$ cat src/rtl/traffic_phase_fsm.sv
// rtl/traffic_phase_fsm.sv - main/side traffic phase sequencer; optional WALK phase under PED_WALK_EN
module traffic_phase_fsm #(
  parameter int GREEN_TICKS  = 3,
  parameter int SIDE_TICKS   = 2,
  parameter int YELLOW_TICKS = 1,
  parameter int ALLRED_TICKS = 1,
  parameter int WALK_TICKS   = 2
) (
  input  logic       clk,
  input  logic       rst,
  input  logic       tick_long,
  input  logic       tick_short,
  input  logic       side_req,
  input  logic       ped_req,
  output logic [2:0] main_light,
  output logic [2:0] side_light,
  output logic       walk,
  output logic       timer_clr,
  output logic [2:0] phase
);

  typedef enum logic [2:0] {
    MAIN_GREEN  = 3'd0,
    MAIN_YELLOW = 3'd1,
    ALL_RED_1   = 3'd2,
    SIDE_GREEN  = 3'd3,
    SIDE_YELLOW = 3'd4,
    ALL_RED_2   = 3'd5,
    WALK        = 3'd6
  } state_t;

  localparam logic [2:0] RED    = 3'b100;
  localparam logic [2:0] YELLOW = 3'b010;
  localparam logic [2:0] GREEN  = 3'b001;

  // Last tick_cnt value of each phase: a qualifying tick seen at this count ends the phase.
  localparam logic [3:0] GREEN_LAST  = 4'(GREEN_TICKS - 1);
  localparam logic [3:0] SIDE_LAST   = 4'(SIDE_TICKS - 1);
  localparam logic [3:0] YELLOW_LAST = 4'(YELLOW_TICKS - 1);
  localparam logic [3:0] ALLRED_LAST = 4'(ALLRED_TICKS - 1);

  state_t     state;
  state_t     state_nxt;
  logic [3:0] tick_cnt;
  logic       side_latch;
  logic       uses_long;
  logic       qual_tick;
  logic       changing;
  logic       ped_pending;

`ifdef PED_WALK_EN
  localparam logic [3:0] WALK_LAST = 4'(WALK_TICKS - 1);
  logic ped_latch;

  // Pedestrian demand latch; the edge entering WALK clears it even if ped_req is still high.
  always_ff @(posedge clk or negedge rst) begin
    if (!rst) ped_latch <= 1'b0;
    else if (changing && state_nxt == WALK) ped_latch <= 1'b0;
    else ped_latch <= ped_latch | ped_req;
  end

  assign ped_pending = ped_latch;
`else
  logic       unused_ped;
  logic [3:0] unused_walk_ticks;
  assign unused_ped        = ped_req;
  assign unused_walk_ticks = 4'(WALK_TICKS);
  assign ped_pending       = 1'b0;
`endif

  // Next-state decode and Moore light outputs from the state register.
  always_comb begin
    state_nxt  = state;
    main_light = RED;
    side_light = RED;
    walk       = 1'b0;
    uses_long  = (state == MAIN_GREEN) || (state == SIDE_GREEN) || (state == WALK);
    // The timer is restarting while timer_clr is high, so a tick in that cycle is stale.
    qual_tick  = !timer_clr && (uses_long ? tick_long : tick_short);
    case (state)
      MAIN_GREEN: begin
        main_light = GREEN;
        if (qual_tick && tick_cnt >= GREEN_LAST && (side_latch || side_req))
          state_nxt = MAIN_YELLOW;
      end
      MAIN_YELLOW: begin
        main_light = YELLOW;
        if (qual_tick && tick_cnt == YELLOW_LAST) state_nxt = ALL_RED_1;
      end
      ALL_RED_1: begin
        if (qual_tick && tick_cnt == ALLRED_LAST) state_nxt = SIDE_GREEN;
      end
      SIDE_GREEN: begin
        side_light = GREEN;
        if (qual_tick && tick_cnt == SIDE_LAST) state_nxt = SIDE_YELLOW;
      end
      SIDE_YELLOW: begin
        side_light = YELLOW;
        if (qual_tick && tick_cnt == YELLOW_LAST) state_nxt = ALL_RED_2;
      end
      ALL_RED_2: begin
        if (qual_tick && tick_cnt == ALLRED_LAST)
          state_nxt = ped_pending ? WALK : MAIN_GREEN;
      end
`ifdef PED_WALK_EN
      WALK: begin
        walk = 1'b1;
        if (qual_tick && tick_cnt == WALK_LAST) state_nxt = MAIN_GREEN;
      end
`endif
      default: state_nxt = ALL_RED_2;
    endcase
    changing = (state_nxt != state);
  end

  // State, phase tick counter, registered timer restart pulse and side demand latch.
  always_ff @(posedge clk or negedge rst) begin
    if (!rst) begin
      state      <= MAIN_GREEN;
      tick_cnt   <= 4'd0;
      timer_clr  <= 1'b0;
      side_latch <= 1'b0;
    end else begin
      state     <= state_nxt;
      timer_clr <= changing;
      if (changing) tick_cnt <= 4'd0;
      else if (qual_tick && tick_cnt != 4'd15) tick_cnt <= tick_cnt + 4'd1;
      if (changing && state_nxt == SIDE_GREEN) side_latch <= 1'b0;
      else side_latch <= side_latch | side_req;
    end
  end

  assign phase = state;

endmodule

$ cat config.mk
export PLATFORM = sky130hd
export DESIGN_NAME = traffic_phase_fsm
export DESIGN_NICKNAME = d
export VERILOG_FILES = /design/src/rtl/traffic_phase_fsm.sv
export SDC_FILE = /design/constraint.sdc
export NUM_CORES = 1
export LEC_CHECK = 0
export ABC_AREA = 1
export BUFFER_PORTS_ARGS = -buffer_cell sky130_fd_sc_hd__buf_2
export CELL_PAD_IN_SITES_DETAIL_PLACEMENT = 1
export CELL_PAD_IN_SITES_GLOBAL_PLACEMENT = 1
export CORE_UTILIZATION = 38
export DETAILED_ROUTE_END_ITERATION = 10
export PLACE_DENSITY = 0.88
export SLEW_MARGIN = 20
export SYNTH_ARGS = -nofsm -noshare
export SYNTH_HDL_FRONTEND = slang
export SYNTH_SLANG_ARGS = --single-unit
$ cat constraint.sdc
create_clock -name clk -period 2.3 [get_ports clk]
set_input_delay 0.23 -clock clk [delete_from_list [all_inputs] [get_ports clk]]
set_output_delay 0.23 -clock clk [all_outputs]
set_load 0.005 [all_outputs]
==> results.yml <==
clock_tree:
  numClockSinks: 9
  htreeDepth: 1
  cts_made_buffers: 3
  cts_setup_buffers: 0
  clk_pin_slew_ns: 0.05
  ctsLongestPathBuffers: 2
  tritoncts: "yes"
  clk_root_buffer_cell: "clkbuf_4"
  insertion_delay_ns: 0.24
finish:
  diodes: 0
  area.sequential_um2: 225.2
  nets: 126
  fillers: 243
  area_growth_pct: 18.91
  multi_input_area_um2: 380.4
  drive_gt1_share_pct: 28.70
  fin_cells: 140
logic_synthesis:
  synth_edf_count: 0
  ys_types: 23
  synthCells: 97
  yosysTopAreaCell: "dfrtp_1"
  ys.warnings.count: 0
  ys_seq_area_share_pct: 32.73
  synth.top_cell.area_share_pct: 32.73
  syn_avg_cell_area_um2: 7.094
  synthesis.area_um2: 688.2
  synth-async-reset-ratio_pct: 100.0
  ys_seq_elements: 9
  synth_area_leaders: "dfrtp_1 33%, nand2_1 9.3%, inv_1 7.6%"
  syn-num-nets: 107
  dominantRegCellSynth: "dfrtp_1"
detailed_routing:
  viasPerCell: 4.764
  drtIter0Drc: 4
  drc: 0
  ant_nets: 0
  routed_wl_um: 1592
  via_count: 667
  first_pass_iters: 4
  post_drt_wl_per_cell_um: 11.37
worst_setup_path:
  rr_endpoint: "tick_cnt[2]"
  critPathRequiredTime_ns: 2.47
  reg2reg_depth: 13
  rrSetupSlack_ns: 0.50
  r2r-start: "phase[2]"
  worstSetupStartpointType: "flip-flop"
  end_kind: "flip-flop"
  critPathKind: "reg -> reg"
  path_max_fanout: 7
  cp.arrival_ns: 1.98
run:
  drv_cap: 0
sta:
  slew_violations: 0
  tightestPinTransition_ns: 0.5750
  fin_ws_ns: 0.4955
  fin_tns_setup_ns: 0
  skew_ns: 0.0002601
  finalCritPeriodShare_pct: 78.46
  rsz0062_at_grt: "false"
  slew_headroom_pct: 61.06
  finalHoldViolCount: 0
  setup_viol: 0
  max_freq_mhz: 554.2
  finalCriticalPeriod_ns: 1.804
placed_design:
  place_ws_ns: 0.4882
  io_buffers: 14
  gp_congestion: 0.7839
  place_hpwl_um: 1376
  place_inst: 135
power:
  seq_power_share_pct: 27.8
  p_int_mw: 0.4942
  comb_power_share_pct: 61.2
  ir_drop_mv: 0.6258
  powerDensity_mw_per_mm2: 1217
  power.switching_mw: 0.5015
  p_sw_share_pct: 50.37
  p_leak_nw: 0.4572
  p_clk_share_pct: 11.0
global_routing:
  grt_pass1_wl_um: 2684
  grt_pass1_vias: 614
  overflow: 0
  grt_max_degree: 10
  grt_usage_pct: 19.19
  antenna_found_initial: 0
floorplan:
  fp.dieArea_mm2: 0.001985
  dieWidth_um: 44.56
  ios: 17
  start_util_pct: 40.29
  num_rows: 15
  coreArea_mm2: 0.001708
  die_h_um: 44.56
worst_hold_path:
  hold_depth: 3
  worst_hold_path_type: "in -> reg"
  hold_path_end: "side_latch"
  min-delay-start: "side_req"
outcome:
  outcome: "finished clean"
-- critical path: stages (launching register included) --
cell and delay, ns:
dfrtp_1 0.45, inv_2 0.13, nand2_1 0.13, nand3_1 0.10, nand3_1 0.11, nand2_4 0.14, nand3_2 0.10, nand2_2 0.08
inv_2 0.04, nor2_4 0.09, nand2_2 0.07, nand2_2 0.06, nand3_2 0.10, nor2_1 0.12
-- power groups by stage --
| stage | sequential [mW] | combinational, mW | clock [mW] |
|---|---|---|---|
| finish | 0.277 | 0.609 | 0.110 |
| detailed placement | 0.280 | 0.613 | 0 |
| global placement | 0.276 | 0.586 | 0 |
| global route | 0.288 | 0.693 | 0.118 |
| floorplan | 0.266 | 0.434 | 0 |
| CTS | 0.278 | 0.618 | 0.115 |
-- per-stage QoR --
| step | hold slack (ns) | util (%) | total power [mW] | cell area [um^2] |
|---|---|---|---|---|
| global placement | 0.07921 | 45.79 | 0.8614 | 782.0 |
| detailed placement | 0.08211 | 45.79 | 0.8929 | 782.0 |
| floorplan | -0.06559 | - | 0.7002 | 688.2 |
| CTS | 0.3185 | 47.91 | 1.011 | 818.3 |
| global route | 0.3558 | 47.91 | 1.098 | 818.3 |
| finish | 0.3237 | 47.91 | 0.9957 | 818.3 |
-- cells in the final DEF, fill, tap and decap left out --
cell	synthesis	final
clkbuf_1	0	1
inv_2	6	6
conb_1	1	1
nand3_2	3	3
buf_2	0	14
or2_2	1	1
nand2_1	17	17
xor2_1	1	1
clkbuf_4	0	3
nand3_1	10	10
nand2_2	4	4
ha_1	4	4
inv_1	14	14
o31ai_1	1	1
o22ai_1	1	1
nor2_4	1	1
dlygate4sd3_1	0	1
dfrtp_1	9	9
nand2_4	1	1
a21oi_1	2	2
nand4_1	3	3
o31a_1	1	1
nor3_1	2	2
o311ai_1	1	1
o21ai_0	1	1
nor2_1	12	12
-- state kept, by name, indices dropped and copies added (netlist names) --
signal / flops
phase: 3
side_latch: 1
tick_cnt: 4
timer_clr: 1
-- cells by family after synthesis --
kind of cell / synth area share, %
AOI/OAI and AO/OA: 6.728
adders and majority gates: 7.273
buffers and inverters: 12.00
other: 0.5449
DFF: 32.73
xor gates and xnor gates: 1.273
and+or+nand+nor: 39.45
-- layout make-up --
type	instances	share of cell area [%]
tap	25	3.823
clock buffer	4	3.211
timing repair buffer	15	9.786
inverter	20	9.174
sequential	9	27.52
multi-input combinational	67	46.48
-- cells in the mapped netlist, types with 2 or more instances --
library cell / number
inv_1: 14
nand3_1: 10
nand3_2: 3
nor2_1: 12
inv_2: 6
nand2_2: 4
nor3_1: 2
ha_1: 4
nand2_1: 17
nand4_1: 3
a21oi_1: 2
dfrtp_1: 9
-- per-layer routing --
| layer | vias to the layer above | global-route usage (%) | wire, um |
|---|---|---|---|
| met1 | 310 | 24.17 | 737 |
| met5 | - | 0 | 0 |
| li1 | 343 | - | - |
| met3 | 2 | 2.449 | 52 |
| met4 | 0 | 10.91 | 18 |
| met2 | 12 | 31.47 | 783 |
-- how the worst max path moves through the flow --
stage             start          end  cells past startpoint
2_1_floorplan  phase[2]  tick_cnt[2]                     12
3_3_place_gp   phase[0]  tick_cnt[1]                     13
3_5_place_dp   phase[2]  tick_cnt[2]                     13
4_1_cts        phase[2]  tick_cnt[2]                     13
5_1_grt        phase[2]  tick_cnt[3]                     13
6_report       phase[2]  tick_cnt[2]                     13
-- timing repair --
item / 4_1_cts / 5_1_grt
endpoints found under the hold margin: 9 / 0
gates resized for setup: 0 / 0
hold buffers: 1 / 0
(Power assumes the default switching activity.)
